File: config.mk
export PLATFORM = sky130hd
export DESIGN_NAME = nand_counter
export DESIGN_NICKNAME = d
export VERILOG_FILES = /design/src/rtl/nand_counter_dff_bit.sv /design/src/rtl/nand_counter.sv
export SDC_FILE = /design/constraint.sdc
export NUM_CORES = 1
export LEC_CHECK = 0
export CAP_MARGIN = 5
export CORE_MARGIN = 2
export CORE_UTILIZATION = 40
export CTS_CLUSTER_DIAMETER = 120
export CTS_CLUSTER_SIZE = 10
export DETAILED_ROUTE_END_ITERATION = 8
export PLACE_DENSITY = 0.78
export SLEW_MARGIN = 10
export SYNTH_ARGS = -nofsm -noshare
export SYNTH_HDL_FRONTEND = slang
export SYNTH_SLANG_ARGS = --single-unit
export TNS_END_PERCENT = 30
File: constraint.sdc
create_clock -name clk -period 3.7 [get_ports clk]
set_clock_uncertainty 0.2 [all_clocks]
set_input_delay 0.37 -clock clk [delete_from_list [all_inputs] [get_ports clk]]
set_output_delay 0.37 -clock clk [all_outputs]
set_load 0.01 [all_outputs]
File: src/rtl/nand_counter_dff_bit.sv
// Single-bit D flip-flop with synchronous active-high reset.
// Storage element for every bit of nand_counter, including its overflow flag.
`ifndef NAND_COUNTER_DFF_BIT_SV
`define NAND_COUNTER_DFF_BIT_SV

module dff_bit #(
  parameter logic RST_VAL = 1'b0
) (
  input  logic clk,
  input  logic rst,
  input  logic d,
  output logic q
);

  always_ff @(posedge clk) begin
    if (rst) q <= RST_VAL;
    else     q <= d;
  end

endmodule

`endif

File: src/rtl/nand_counter.sv
// Loadable ripple-carry up-counter with combinational terminal count and sticky overflow.
// The 16-bit instance is used as the processor program counter.
`ifndef NAND_COUNTER_SV
`define NAND_COUNTER_SV

module nand_counter #(
  parameter int WIDTH = 16
) (
  input  logic             clk,
  input  logic             rst,
  input  logic             st,
  input  logic             en,
  input  logic [WIDTH-1:0] x,
  output logic [WIDTH-1:0] q,
  output logic             tc,
  output logic             ovf
);

  localparam logic [WIDTH-1:0] RST_Q   = '0;
  localparam logic             RST_OVF = 1'b0;

  logic [WIDTH:0]   carry;
  logic [WIDTH-1:0] inc;
  logic [WIDTH-1:0] q_nxt;
  logic             wrap;
  logic             ovf_nxt;

  // carry[i] is the AND of q[i-1:0]; bit 0 sees a constant 1 and so simply inverts
  assign carry[0] = 1'b1;

  genvar i;
  generate
    for (i = 0; i < WIDTH; i++) begin : g_bit
      assign inc[i]     = q[i] ^ carry[i];
      assign carry[i+1] = carry[i] & q[i];
      assign q_nxt[i]   = st ? x[i] : (en ? inc[i] : q[i]);

      dff_bit #(.RST_VAL(RST_Q[i])) u_q (
        .clk (clk),
        .rst (rst),
        .d   (q_nxt[i]),
        .q   (q[i])
      );
    end
  endgenerate

  // carry out of the MSB is high exactly when q is all ones
  assign wrap    = carry[WIDTH];
  assign tc      = wrap & en & ~st;
  assign ovf_nxt = ~st & (ovf | (en & wrap));

  dff_bit #(.RST_VAL(RST_OVF)) u_ovf (
    .clk (clk),
    .rst (rst),
    .d   (ovf_nxt),
    .q   (ovf)
  );

endmodule

`endif

==> results of run 1 <==
==> timing repair <==
item	4_1_cts	5_1_grt
setup endpoints to repair	2	1
pin swaps	4	0
gates resized for setup	27	0
==> metal layers <==
metal | vias up | track usage | share of wire
met4 | 0 | 0.0408 | 0.014
li1 | 416 | - | -
met5 | - | 0 | 0
met3 | 4 | 0.0438 | 0.063
met2 | 29 | 0.243 | 0.44
met1 | 390 | 0.197 | 0.48
==> where the power goes <==
part	leakage, nW	internal [W]	switching [W]	total, W
combinational	0.451	0.0000721	0.0000430	0.000115
sequential	0.142	0.000197	0.0000161	0.000213
clock	0.0150	0.0000419	0.0000590	0.000101
==> metrics by stage <==
step	area, µm²	instances	worst slack (ns)	setup TNS [ns]	hold WS (ns)
floorplan	1130	106	0.000220	0	0.325
detailed placement	1420	159	-0.543	-0.643	0.301
global placement	1420	159	-0.512	-0.512	0.311
CTS	1620	163	-0.153	-0.153	0.321
finish	1620	163	-0.136	-0.136	0.330
global route	1620	163	-0.221	-0.221	0.406
==> synth_stat cells <==
library cell	count
and3_1	1
nor2b_1	16
a21oi_1	1
nor3_1	1
inv_2	1
xnor2_1	1
a211oi_2	1
buf_2	1
buf_12	1
mux2i_1	15
clkbuf_2	1
dfxtp_1	17
a211oi_1	15
ha_1	15
buf_4	16
clkbuf_1	2
buf_6	1
==> state kept, by name (all words and copies together), names as in the netlist <==
name	count
g_bit.u_q.q	16
u_ovf.q	1
==> logic make-up after synthesis <==
| group | Yosys count | share of synthesized area |
|---|---|---|
| buffers and inverters | 23 | 0.157 |
| AND/OR/NAND/NOR | 18 | 0.101 |
| AO/OA/AOI/OAI | 17 | 0.118 |
| adder cells (fa/ha/maj) | 15 | 0.170 |
| XOR/XNOR | 1 | 0.00796 |
| multiplexers | 15 | 0.136 |
| flip-flops | 17 | 0.309 |
==> cell type report <==
| class | instances | area [µm²] |
|---|---|---|
| clock buffer | 4 | 26.3 |
| inverter | 1 | 3.75 |
| sequential | 17 | 343 |
| fill | 228 | 1070 |
| tap | 31 | 38.8 |
| timing repair buffer | 44 | 424 |
| multi-input combinational | 66 | 781 |
==> path summary, 6_finish.rpt <==
check | from | end | slack [ns] | cells past startpoint
setup / recovery | g_bit[1].u_q.q$_SDFFE_PP0P_ | tc | -0.14 | 17
hold / removal | u_ovf.q$_SDFF_PP0_ | u_ovf.q$_SDFF_PP0_ | 0.33 | 2
setup reg to reg | g_bit[1].u_q.q$_SDFFE_PP0P_ | g_bit[15].u_q.q$_SDFFE_PP0P_ | 0.32 | 17
hold reg to reg | u_ovf.q$_SDFF_PP0_ | u_ovf.q$_SDFF_PP0_ | 0.33 | 2
==> critical path: stages (launching register included) <==
cell and delay [ns]:
dfxtp_2 0.35, ha_4 0.16, ha_4 0.15, ha_4 0.15, ha_4 0.15, ha_4 0.15
ha_4 0.16, ha_4 0.16, ha_4 0.16, ha_4 0.16, ha_4 0.16, ha_4 0.16
ha_4 0.16, ha_4 0.16, ha_4 0.16, ha_4 0.15, and3_4 0.17, buf_6 0.11
==> metrics.cfg, run 1 <==
[logic_synthesis]
synth_top_area_cell = dfxtp_1
yosys.area.top_type_share = 0.309
ys_warn_count = 0
yosysSeqAreaShare = 0.309
syn_nets = 141
yosysUniqueCellTypes = 17
syn_area_per_cell_um2 = 10.4
synthCells = 106
synth_seq_cells = 17
synth_area_leaders = dfxtp_1 31%, ha_1 17%, mux2i_1 14%, buf_4 11%, a211oi_1 10%
synth_area_um2 = 1100

[cts]
cts_tree = yes
cts_root_buf = clkbuf_4
postCtsSetupBuffers = 0
clkLatencyLatePin_ns = 0.29
cts-hold-fix-buffers = 0
htreeDepth = 1
cts_buffers = 3
cts.sinks = 17
clockBufferDepth = 2
clk_pin_slew_ns = 0.10

[die]
die_x_um = 56.5
core_area_um2 = 2690
die_area_um2 = 3190
num_rows = 19
initial_utilization = 0.410
die_h_um = 56.5
boundaryPins = 38

[power]
p_leak_nw = 0.607
power_density_nw_per_um2 = 265
peakVddDrop_v = 0.000171
power_w = 0.000429

[layout]
areaGrowthSynthToFinish_pct = 46.8
final_cell_mix = 36 x clkdlybuf4s50_1, 16 x nor2b_1
final_common_cell = clkdlybuf4s50_1
fin_util = 0.602
layout-drive-gt1-share = 0.235
diodes = 0
nets = 168

[worst_hold_path]
hold_path.class = reg -> reg

[worst_setup_path]
path_class = reg -> out
cp.required_ns = 3.13
endpoint_kind = primary output
crit_arrival_ns = 3.27
critical_path.startpoint_type = flip-flop
crit_path_max_fanout = 2

[sta]
finalHoldViolCount = 0
setup_viol = 1
rsz0062_at_grt = true
fin_crit_ns = 3.84
fin_crit_sh = 1.04
clock.fmax_mhz = 261
maxSlewHeadroom = 0.536
slew_violations = 0
worst_slew_pin_slew_ns = 0.693
final.setup.worst_slack_ns = -0.136

[grt]
grt_pass1_vias = 874
grt_use_total = 0.151
grt_max_degree = 19
overflow = 0
antenna_found_initial = 0
grt_pass1_wl_mm = 3.82

[outcome]
failed_checks = setup timing
status = complete, but fails checks

[drt]
num_vias = 839
drtIter0Drc = 10
first_pass_iters = 4
wl_mm = 2.30
antenna_left = 0
route.detailed.drc = 0
vias_per_cell = 5.15
wl_per_cell_um = 14.1

[run]
maxCapViolCount = 0

[placement]
numPortBuffers = 37
gp_congestion = 0.673

No activity file was read; power rests on OpenSTA's default activity.
==> run 2: changes to the inputs <==
--- a/config.mk
+++ b/config.mk
@@ -11,6 +11,7 @@
 export CTS_CLUSTER_DIAMETER = 120
 export CTS_CLUSTER_SIZE = 10
 export DETAILED_ROUTE_END_ITERATION = 8
+export HOLD_SLACK_MARGIN = 0.15
 export PLACE_DENSITY = 0.78
 export SLEW_MARGIN = 10
 export SYNTH_ARGS = -nofsm -noshare
==> results of run 2 <==
Same layout as run 1: the final DEF is identical, and so are final timing and power.
